==> config.mk <==
export PLATFORM = sky130hd
export DESIGN_NAME = key_event_tx
export DESIGN_NICKNAME = d
export VERILOG_FILES = /design/src/rtl/key_event_tx.sv
export SDC_FILE = /design/constraint.sdc
export NUM_CORES = 1
export LEC_CHECK = 0
export BUFFER_PORTS_ARGS = -buffer_cell sky130_fd_sc_hd__clkbuf_2
export CAP_MARGIN = 20
export CORE_UTILIZATION = 55
export CTS_CLUSTER_SIZE = 25
export DETAILED_ROUTE_END_ITERATION = 6
export GPL_ROUTABILITY_DRIVEN = 0
export GPL_TIMING_DRIVEN = 0
export PLACE_DENSITY = 0.77
export SLEW_MARGIN = 10
export SYNTH_ARGS = -nofsm -noshare
export SYNTH_HDL_FRONTEND = slang
export SYNTH_SLANG_ARGS = --single-unit
export TNS_END_PERCENT = 20
==> constraint.sdc <==
create_clock -name clk -period 6.05 [get_ports clk]
set_input_delay 0.9075 -clock clk [delete_from_list [all_inputs] [get_ports clk]]
set_output_delay 0.9075 -clock clk [all_outputs]
set_load 0.005 [all_outputs]
==> src/rtl/key_event_tx.sv <==
// key_event_tx
//
// Scans a bank of raw key flags one key per clock after each sample strobe,
// debounces every key with its own saturating counter, and queues a byte
// per committed press/release into a small FIFO that feeds a UART
// transmitter through a valid/ready handshake.
//
// Parameters
//   NUM_KEYS        number of key inputs (1..128)
//   STABLE_SAMPLES  consecutive differing samples needed to commit a change
//   FIFO_DEPTH      event FIFO depth in bytes (power of two, >= 2)
//
// Ports
//   clk            rising-edge clock for all logic
//   rst            synchronous active-high reset
//   key_down       raw per-key pressed flags, bit i is key i
//   sample_en      one-cycle strobe requesting a new scan
//   tx_data        byte offered to the UART transmitter (FIFO head)
//   tx_valid       tx_data holds a valid byte (FIFO non-empty)
//   tx_ready       transmitter accepts the byte this cycle
//   key_state      debounced committed state per key
//   overflow       sticky: an event was refused because the FIFO was full
//   missed_sample  sticky: a sample strobe arrived while a scan was running
//
// Build option
//   KEY_EVENT_TIMESTAMP_EN  when defined, every event is followed by a second
//                           byte holding an 8-bit sample counter value taken
//                           at the start of the scan that produced it; both
//                           bytes are queued together or not at all.

module key_event_tx #(
    parameter int NUM_KEYS       = 40,
    parameter int STABLE_SAMPLES = 4,
    parameter int FIFO_DEPTH     = 16
) (
    input  logic                clk,
    input  logic                rst,
    input  logic [NUM_KEYS-1:0] key_down,
    input  logic                sample_en,
    output logic [7:0]          tx_data,
    output logic                tx_valid,
    input  logic                tx_ready,
    output logic [NUM_KEYS-1:0] key_state,
    output logic                overflow,
    output logic                missed_sample
);

    localparam int IDX_W  = (NUM_KEYS > 1) ? $clog2(NUM_KEYS) : 1;
    localparam int CNT_W  = $clog2(STABLE_SAMPLES + 1);
    localparam int ADDR_W = $clog2(FIFO_DEPTH);
    localparam int PTR_W  = ADDR_W + 1;
`ifdef KEY_EVENT_TIMESTAMP_EN
    localparam int EVENT_BYTES = 2;
`else
    localparam int EVENT_BYTES = 1;
`endif

    localparam logic [IDX_W-1:0] LAST_IDX  = IDX_W'(NUM_KEYS - 1);
    localparam logic [CNT_W-1:0] CNT_MAX   = CNT_W'(STABLE_SAMPLES);
    localparam logic [PTR_W:0]   DEPTH_EXT = (PTR_W + 1)'(FIFO_DEPTH);
    localparam logic [PTR_W:0]   NEED_EXT  = (PTR_W + 1)'(EVENT_BYTES);

    typedef enum logic {
        IDLE = 1'b0,
        SCAN = 1'b1
    } state_t;

    state_t state;
    state_t state_next;

    logic [NUM_KEYS-1:0] sample_reg;
    logic [IDX_W-1:0]    key_idx;
    logic [CNT_W-1:0]    counter [NUM_KEYS];

    logic [7:0]          fifo_mem [FIFO_DEPTH];
    logic [PTR_W-1:0]    wr_ptr;
    logic [PTR_W-1:0]    rd_ptr;

    logic                sample_accept;
    logic                sample_missed;
    logic                visit;

    logic                visit_bit;
    logic                committed_bit;
    logic                differs;
    logic [CNT_W-1:0]    cnt_cur;
    logic [CNT_W-1:0]    cnt_inc;
    logic [CNT_W-1:0]    cnt_next;
    logic                hit_limit;
    logic                push;
    logic                refuse;
    logic                pop;
    logic [PTR_W-1:0]    fifo_count;
    logic [PTR_W:0]      fifo_space;
    logic [7:0]          event_byte;

`ifdef KEY_EVENT_TIMESTAMP_EN
    logic [7:0]          ts_count;
    logic [7:0]          ts_latched;
`endif

    // State register for the scan controller. Reset always returns to IDLE,
    // which also abandons any scan in progress.
    always_ff @(posedge clk) begin
        if (rst) begin
            state <= IDLE;
        end else begin
            state <= state_next;
        end
    end

    // Next-state logic. A strobe in IDLE starts a scan; the scan ends after
    // the cycle that visits the last key. Strobes that land mid-scan are
    // flagged but otherwise have no effect on the running scan.
    always_comb begin
        state_next    = state;
        sample_accept = 1'b0;
        sample_missed = 1'b0;
        visit         = 1'b0;
        case (state)
            IDLE: begin
                if (sample_en) begin
                    sample_accept = 1'b1;
                    state_next    = SCAN;
                end
            end
            SCAN: begin
                visit         = 1'b1;
                sample_missed = sample_en;
                if (key_idx == LAST_IDX) begin
                    state_next = IDLE;
                end
            end
            default: begin
                state_next = IDLE;
            end
        endcase
    end

    // Per-visit debounce decision. The counter saturates at its limit so a
    // change that could not be queued (FIFO full) is retried on the next
    // visit that still sees a differing sample. Free space includes a pop
    // happening in the same cycle, so a full FIFO can still take a push
    // while the transmitter drains it.
    always_comb begin
        visit_bit     = sample_reg[key_idx];
        committed_bit = key_state[key_idx];
        cnt_cur       = counter[key_idx];
        differs       = visit_bit ^ committed_bit;
        cnt_inc       = (cnt_cur >= CNT_MAX) ? CNT_MAX : cnt_cur + CNT_W'(1);

        pop           = tx_valid && tx_ready;
        fifo_count    = wr_ptr - rd_ptr;
        fifo_space    = DEPTH_EXT - {1'b0, fifo_count} + {{PTR_W{1'b0}}, pop};

        hit_limit     = visit && differs && (cnt_inc == CNT_MAX);
        push          = hit_limit && (fifo_space >= NEED_EXT);
        refuse        = hit_limit && !push;

        if (!differs) begin
            cnt_next = '0;
        end else if (push) begin
            cnt_next = '0;
        end else begin
            cnt_next = cnt_inc;
        end

        event_byte    = {visit_bit, 7'(key_idx)};
    end

    // Scan datapath: snapshot the keys when a scan starts, then walk the key
    // index, update the visited key's counter, and flip its committed state
    // only when its event was actually queued.
    always_ff @(posedge clk) begin
        if (rst) begin
            sample_reg <= '0;
            key_idx    <= '0;
            key_state  <= '0;
            for (int i = 0; i < NUM_KEYS; i++) begin
                counter[i] <= '0;
            end
        end else begin
            if (sample_accept) begin
                sample_reg <= key_down;
                key_idx    <= '0;
            end else if (visit) begin
                key_idx          <= (key_idx == LAST_IDX) ? '0 : key_idx + IDX_W'(1);
                counter[key_idx] <= cnt_next;
                if (push) begin
                    key_state[key_idx] <= visit_bit;
                end
            end
        end
    end

`ifdef KEY_EVENT_TIMESTAMP_EN
    // Sample counter for timestamps. The value in effect when a scan is
    // accepted is latched for that whole scan, then the counter advances
    // and wraps naturally at 8 bits.
    always_ff @(posedge clk) begin
        if (rst) begin
            ts_count   <= '0;
            ts_latched <= '0;
        end else if (sample_accept) begin
            ts_latched <= ts_count;
            ts_count   <= ts_count + 8'd1;
        end
    end
`endif

    // FIFO storage. The array itself is not reset: the pointers decide what
    // is valid, and the output is forced to zero while the FIFO is empty.
    // With timestamps enabled both bytes of an event are written together.
    always_ff @(posedge clk) begin
        if (push) begin
            fifo_mem[wr_ptr[ADDR_W-1:0]] <= event_byte;
`ifdef KEY_EVENT_TIMESTAMP_EN
            fifo_mem[(wr_ptr + PTR_W'(1)) & PTR_W'(FIFO_DEPTH - 1)] <= ts_latched;
`endif
        end
    end

    // FIFO pointers carry one extra wrap bit so full and empty can be told
    // apart; they count modulo twice the depth.
    always_ff @(posedge clk) begin
        if (rst) begin
            wr_ptr <= '0;
            rd_ptr <= '0;
        end else begin
            if (push) begin
                wr_ptr <= wr_ptr + PTR_W'(EVENT_BYTES);
            end
            if (pop) begin
                rd_ptr <= rd_ptr + PTR_W'(1);
            end
        end
    end

    // Transmit side: the head of the FIFO is offered directly, so it stays
    // put until the transmitter takes it.
    always_comb begin
        tx_valid = (wr_ptr != rd_ptr);
        tx_data  = tx_valid ? fifo_mem[rd_ptr[ADDR_W-1:0]] : 8'h00;
    end

    // Sticky status flags; only reset clears them.
    always_ff @(posedge clk) begin
        if (rst) begin
            overflow      <= 1'b0;
            missed_sample <= 1'b0;
        end else begin
            if (refuse) begin
                overflow <= 1'b1;
            end
            if (sample_missed) begin
                missed_sample <= 1'b1;
            end
        end
    end

endmodule

==> results_dict.tcl, run 1 <==
set metrics [dict create \
    r2r_end "counter[44][2]$_DFFE_PP_" \
    ys_async_sr_fraction_pct 0 \
    coreArea_sq_mm 0.03245 \
    top_layer "met4" \
    arrival_ps 6010 \
    maxCapViolCount 0 \
    die_w_um 183.3 \
    path_clk_slew_ps 70 \
    routedWlPerCell_um 23.57 \
    pre_cts_ws_ps -1095 \
    cp_max_fo 24 \
    vias 12180 \
    period_minus_slack_ps 5851 \
    worst_ir_drop_vdd_uv 216.5 \
    final_common_cell "edfxtp_1" \
    drt_iter0_drc 1449 \
    largest_reg_flops 192 \
    leakage_nw 6.902 \
    clockBufferDepth 3 \
    ys_warn_count 0 \
    track_usage_pct 28.35 \
    area_delta_synth_final_pct 13.48 \
    viasPerCell 6.194 \
    grt_pass1_vias 12220 \
    die_h_um 183.3 \
    period_share_pct 96.70 \
    ctsHoldBuffers 0 \
    hp-class "register to register" \
    worstHoldPathCells 2 \
    grt_max_degree 25 \
    cts.sinks 413 \
    worst_slew_pin_slew_ps 1177 \
    dr.pass1.iters 7 \
    start_util_pct 55.71 \
    setup_slack_ps 199.4 \
    slew_viol_final 0 \
    finalSetupViolations 0 \
    synth_seq_cells 413 \
    layout.nets 1552 \
    skew_ps 31.94 \
    wl_um 46370 \
    cts_buffers 41 \
    design.die.area_sq_mm 0.03360 \
    run_status "completed" \
    yosysUniqueCellTypes 60 \
    netlist_instances 1352 \
    r2r_slack_ps 200 \
    seq_area_frac_synth_pct 62.56 \
    power-per-cell-area_mw_per_mm2 289.6 \
    route.met2.wl_um 22620 \
    diodes 0 \
    dp_hpwl_um 31980 \
    top_register "counter" \
    max_freq_ghz 0.1709 \
    hold_end "sample_reg[24]$_SDFFE_PP0P_" \
    cp_cell_sequence "buf_2 -> buf_4 -> buf_2 -> clkbuf_4 -> mux4_2 -> mux4_2 -> mux4_2 -> ha_1 -> o21a_1 -> a2111oi_4 -> a211o_1 -> buf_2 -> inv_1" \
    cp_slowest_cell "mux4_2" \
    synth_edf_count 304 \
    antenna_found_initial 0 \
    wl_met1_um 18170 \
    reg2regPathDepth 13 \
    mostFrequentLayoutCells "edfxtp_1, nor2_1, nand2_1, dfxtp_1, clkbuf_2" \
    ant_nets 0 \
    clk_latency_ps 550 \
    io_pins 95 \
    drc 0 \
    path_class "register to register" \
    reg_top3 "counter x192, fifo_mem x112" \
    utilization_pct 63.22 \
    cp_slowest_stage_delay_ps 590 \
    dr_wl_met3_um 4179 \
    io_buffer_count 92 \
    n_fill_cell 2329 \
    cts_tree "done" \
    cts-htree-levels 2 \
    final_hold_viol_count 0 \
    grt-ovfl-total 0 \
    root_buffer "clkbuf_16" \
    std_cell_rows 66 \
    hp-start "sample_reg[24]$_SDFFE_PP0P_" \
    worstPathRequired_ps 6210 \
    drive_gt1_share_pct 20.13 \
    syn_area_per_cell_sq_um 13.37 \
    netlist_area_sq_mm 0.01808 \
    synth_flop_cell "edfxtp_1" \
    critPathCaptureType "register" \
    synth_fp_nets 1411 \
    start_kind "register" \
    rsz0062_at_grt "no" \
    grt_pass1_wl_um 71190 \
    max-slew-margin-rel_pct 20.96 \
]
## routing by layer
layer  up-vias  global-route usage, %
met4         0                  10.13
li1       5312                      -
met3       114                  4.766
met1      6036                  38.76
met2       722                  46.11
met5         -                      0
## how the worst max path moves through the flow
| stage | end | cells past startpoint | slack (ps) | startpoint |
|---|---|---|---|---|
| final | counter[44][2]$_DFFE_PP_ | 13 | 200 | register |
| after global routing | counter[44][2]$_DFFE_PP_ | 13 | 50 | register |
| after CTS | fifo_mem[3][0]$_DFFE_PP_ | 11 | 0.7 | register |
| after detailed placement | fifo_mem[0][4]$_DFFE_PP_ | 13 | -1090 | register |
| after global placement | fifo_mem[0][1]$_DFFE_PP_ | 13 | -870 | register |
| after floorplan | fifo_mem[2][0]$_DFFE_PP_ | 13 | 760 | register |
## repair_timing
| action | CTS | global route |
|---|---|---|
| endpoints found under the hold margin | 0 | 0 |
| endpoints found under the setup margin | 240 | 55 |
| gates resized for setup | 8 | 3 |
| pin swaps | 1 | 0 |
| gates cloned | 0 | 0 |
| buffers inserted | 2 | 0 |
## synth_stat cells (2+ instances only)
library cell	number	area, sq um
a211oi_1	43	322.8
a21oi_1	54	270.3
a221oi_1	2	17.52
a22oi_1	13	97.59
a311oi_1	2	17.52
a31oi_1	41	256.5
and2_1	9	56.30
and3_1	17	106.4
and3b_1	2	17.52
buf_1	10	37.54
buf_2	26	130.1
buf_4	4	30.03
buf_6	10	112.6
clkbuf_1	51	191.4
dfxtp_1	109	2182
edfxtp_1	304	9129
ha_1	14	175.2
inv_1	20	75.07
mux2_2	4	45.04
mux2i_1	36	360.4
mux4_2	93	2095
nand2_1	150	563.0
nand2b_1	45	281.5
nand3_1	8	40.04
nand3b_1	2	15.01
nand4_1	5	31.28
nor2_1	179	671.9
nor2b_1	22	137.6
nor3_1	14	70.07
nor3b_1	7	52.55
nor4_1	3	18.77
o211ai_1	2	15.01
o21a_1	2	15.01
o21ai_0	8	40.04
or2_2	2	12.51
or3_1	3	18.77
or3b_2	4	35.03
xnor2_1	5	43.79
xor2_1	6	52.55
## stage by stage
step                std cells  setup TNS, ps  hold WS, ps  instance area [sq um]  total power [mW]
floorplan                1352              0        431.5                  18080             3.325
global route             1967              0        471.6                  20520             6.082
detailed placement       1888         -89140        446.8                  19110             3.424
finish                   1967              0        454.2                  20520             5.941
CTS                      1965              0        455.0                  20500             5.934
global placement         1886         -61550        442.8                  19090             3.416
## report_power, final
group	internal (mW)	total (mW)	switching [mW]	leakage, nW
Combinational	0.103	0.276	0.173	2.40
Clock	1.48	2.57	1.09	0.652
Sequential	3.07	3.09	0.0238	3.85
## critical path: cells and delay by family (launching register included)
family	cells	cell delay [ps]
adders and majority gates	1	310
muxes	3	1600
DFF	1	300
AOI/OAI and AO/OA	3	990
buffers and inverters	6	2230
## logic make-up (layout without fill, tap and decap cells)
family,Yosys count,in the layout,share of synthesized area [%]
AND/OR/NAND/NOR,473,473,11.81
flip-flops,413,413,62.56
AO/OA/AOI/OAI,182,182,6.692
multiplexers,134,134,13.97
buffers and inverters,123,296,3.329
adder cells (fa/ha/maj),15,15,1.080
XOR/XNOR,11,11,0.5329
other,1,1,0.02074
## area by class of cell
type                            instances  area (sq um)  area share, %
Sequential cell                       413         11310          55.13
Inverter                               20         75.07         0.3659
Timing Repair Buffer                   98         498.0          2.427
Clock inverter                         15         226.5          1.104
Multi-Input combinational cell        816          6195          30.19
Clock buffer                           60          1127          5.495
Tap cell                              442         553.0          2.695
Buffer                                103         531.8          2.592
Power figures use the tool's default switching activity.
==> run 2: changes to the inputs <==
--- a/config.mk
+++ b/config.mk
@@ -8,6 +8,7 @@
 export BUFFER_PORTS_ARGS = -buffer_cell sky130_fd_sc_hd__clkbuf_2
 export CAP_MARGIN = 20
 export CORE_UTILIZATION = 55
+export CTS_BUF_LIST = sky130_fd_sc_hd__clkbuf_4 sky130_fd_sc_hd__clkbuf_8 sky130_fd_sc_hd__clkbuf_16
 export CTS_CLUSTER_SIZE = 25
 export DETAILED_ROUTE_END_ITERATION = 6
 export GPL_ROUTABILITY_DRIVEN = 0
==> run 2 against run 1 <==
- clock skew increased by 2.4 ps
- core utilization increased by 0.20 points
- clock power increased by 3%
- combinational power about the same
- critical path type unchanged
- sequential share of layout area decreased by 0.17 points
- largest power group unchanged
- setup slack got worse by 25 ps
==> results_dict.tcl, run 2 (same netlist as run 1, synthesis figures left out) <==
set metrics [dict create \
    dr.pass1.iters 6 \
    cts-htree-levels 2 \
    critPathCaptureType "register" \
    r2r_slack_ps 170 \
    layout.nets 1551 \
    track_usage_pct 28.33 \
    hold_end "sample_reg[24]$_SDFFE_PP0P_" \
    io_pins 95 \
    hp-class "register to register" \
    path_clk_slew_ps 60 \
    start_kind "register" \
    area_delta_synth_final_pct 13.84 \
    path_class "register to register" \
    cts_buffers 41 \
    n_fill_cell 2319 \
    finalSetupViolations 0 \
    setup_slack_ps 174.7 \
    cp_max_fo 24 \
    run_status "completed" \
    largest_reg_flops 192 \
    root_buffer "clkbuf_16" \
    maxCapViolCount 0 \
    ctsHoldBuffers 0 \
    vias 12120 \
    clk_latency_ps 550 \
    leakage_nw 6.955 \
    rsz0062_at_grt "no" \
    final_common_cell "edfxtp_1" \
    skew_ps 34.30 \
    ant_nets 0 \
    hp-start "sample_reg[24]$_SDFFE_PP0P_" \
    mostFrequentLayoutCells "edfxtp_1, nor2_1, nand2_1, dfxtp_1, clkbuf_2" \
    coreArea_sq_mm 0.03245 \
    drt_iter0_drc 1736 \
    max_freq_ghz 0.1702 \
    worstHoldPathCells 2 \
    cts.sinks 413 \
    regArea_sq_mm 0.01131 \
    dp_hpwl_um 31980 \
    power-per-cell-area_mw_per_mm2 292.2 \
    drive_gt1_share_pct 21.19 \
    viasPerCell 6.162 \
    worst_ir_drop_vdd_uv 218.7 \
    pre_cts_ws_ps -1095 \
    std_cell_rows 66 \
    die_h_um 183.3 \
    r2r_end "counter[45][2]$_DFFE_PP_" \
    reg_top3 "counter x192, fifo_mem x112" \
    period_share_pct 97.11 \
    drc 0 \
    antenna_found_initial 1 \
    period_minus_slack_ps 5875 \
    wl_um 46330 \
    io_buffer_count 92 \
    clockBufferDepth 3 \
    cts_tree "done" \
    final_hold_viol_count 0 \
    routedWlPerCell_um 23.55 \
    top_register "counter" \
    start_util_pct 55.71 \
    worst_slew_pin_slew_ps 1201 \
    reg2regPathDepth 12 \
    multi_input_area_sq_mm 0.006200 \
    die_w_um 183.3 \
    final.setup.tns_ps 0 \
    worstPathRequired_ps 6200 \
    grt_pass1_wl_um 70900 \
    grt-ovfl-total 0 \
    design.die.area_sq_mm 0.03360 \
    grt_max_degree 25 \
    slew_viol_final 0 \
    arrival_ps 6030 \
    grt_pass1_vias 12160 \
    max-slew-margin-rel_pct 19.33 \
]
[run 2: cell types whose count changed in the layout (fill, tap and decap cells not counted), sizes merged]
cell / previous run / this run
buf: 56 / 54
diode: 0 / 1
clkbuf: 205 / 206
[run 2: report_power, final]
part / switching, mW / internal, mW
logic: 0.173 / 0.103
clock network: 1.09 / 1.55
registers: 0.0236 / 3.07
total: 1.29 / 4.73
[run 2: per-stage QoR]
| step | hold slack, ps | utilization [%] | total power, mW | std cells | instance area [sq um] |
|---|---|---|---|---|---|
| after global routing | 471.8 | 63.41 | 6.152 | 1966 | 20580 |
| final | 453.5 | 63.42 | 6.013 | 1967 | 20580 |
| after floorplan | 431.5 | - | 3.325 | 1352 | 18080 |
| after global placement | 442.8 | 58.83 | 3.416 | 1886 | 19090 |
| after detailed placement | 446.8 | 58.87 | 3.424 | 1888 | 19110 |
| after CTS | 454.9 | 63.38 | 6.011 | 1965 | 20570 |
[run 2: worst max-delay path, cell delays in order, from the launching register on]
cell,delay [ps]
dfxtp_1,330
buf_2,380
clkbuf_1,780
clkbuf_2,560
mux4_2,430
mux4_2,520
mux4_2,490
ha_1,310
o21a_1,280
a2111oi_4,360
a211o_1,350
buf_2,310
inv_1,360
[run 2: final cells by class]
type                       count  area share [%]
clock buffer                  60           5.769
clock inverter                15           1.100
buffer                       103           2.584
inverter                      20          0.3647
tap                          442           2.687
sequential                   413           54.95
antenna                        1         0.01216
multi-input combinational    816           30.12
timing repair buffer          97           2.407
[run 2: worst max path at each step]
| stage | from | to | slack [ps] | cells after the start |
|---|---|---|---|---|
| after CTS | register | counter[44][2]$_DFFE_PP_ | 4 | 13 |
| after floorplan | register | fifo_mem[2][0]$_DFFE_PP_ | 760 | 13 |
| after global placement | register | fifo_mem[0][1]$_DFFE_PP_ | -870 | 13 |
| after global routing | register | counter[44][2]$_DFFE_PP_ | 60 | 13 |
| final | register | counter[45][2]$_DFFE_PP_ | 170 | 12 |
| after detailed placement | register | fifo_mem[0][4]$_DFFE_PP_ | -1090 | 13 |
[run 2: timing repair]
action	in CTS	in global routing
endpoints found under the hold margin	0	0
resized for setup	9	3
endpoints found under the setup margin	240	52
buffers inserted	2	0
pin swaps	1	0
[run 2: layer usage]
layer,global-route usage [%],vias to the layer above,routed length (um)
met5,0,-,13
met3,4.627,112,4114
met2,46.34,697,22580
met4,9.900,2,1436
li1,-,5324,-
met1,38.69,5986,18190
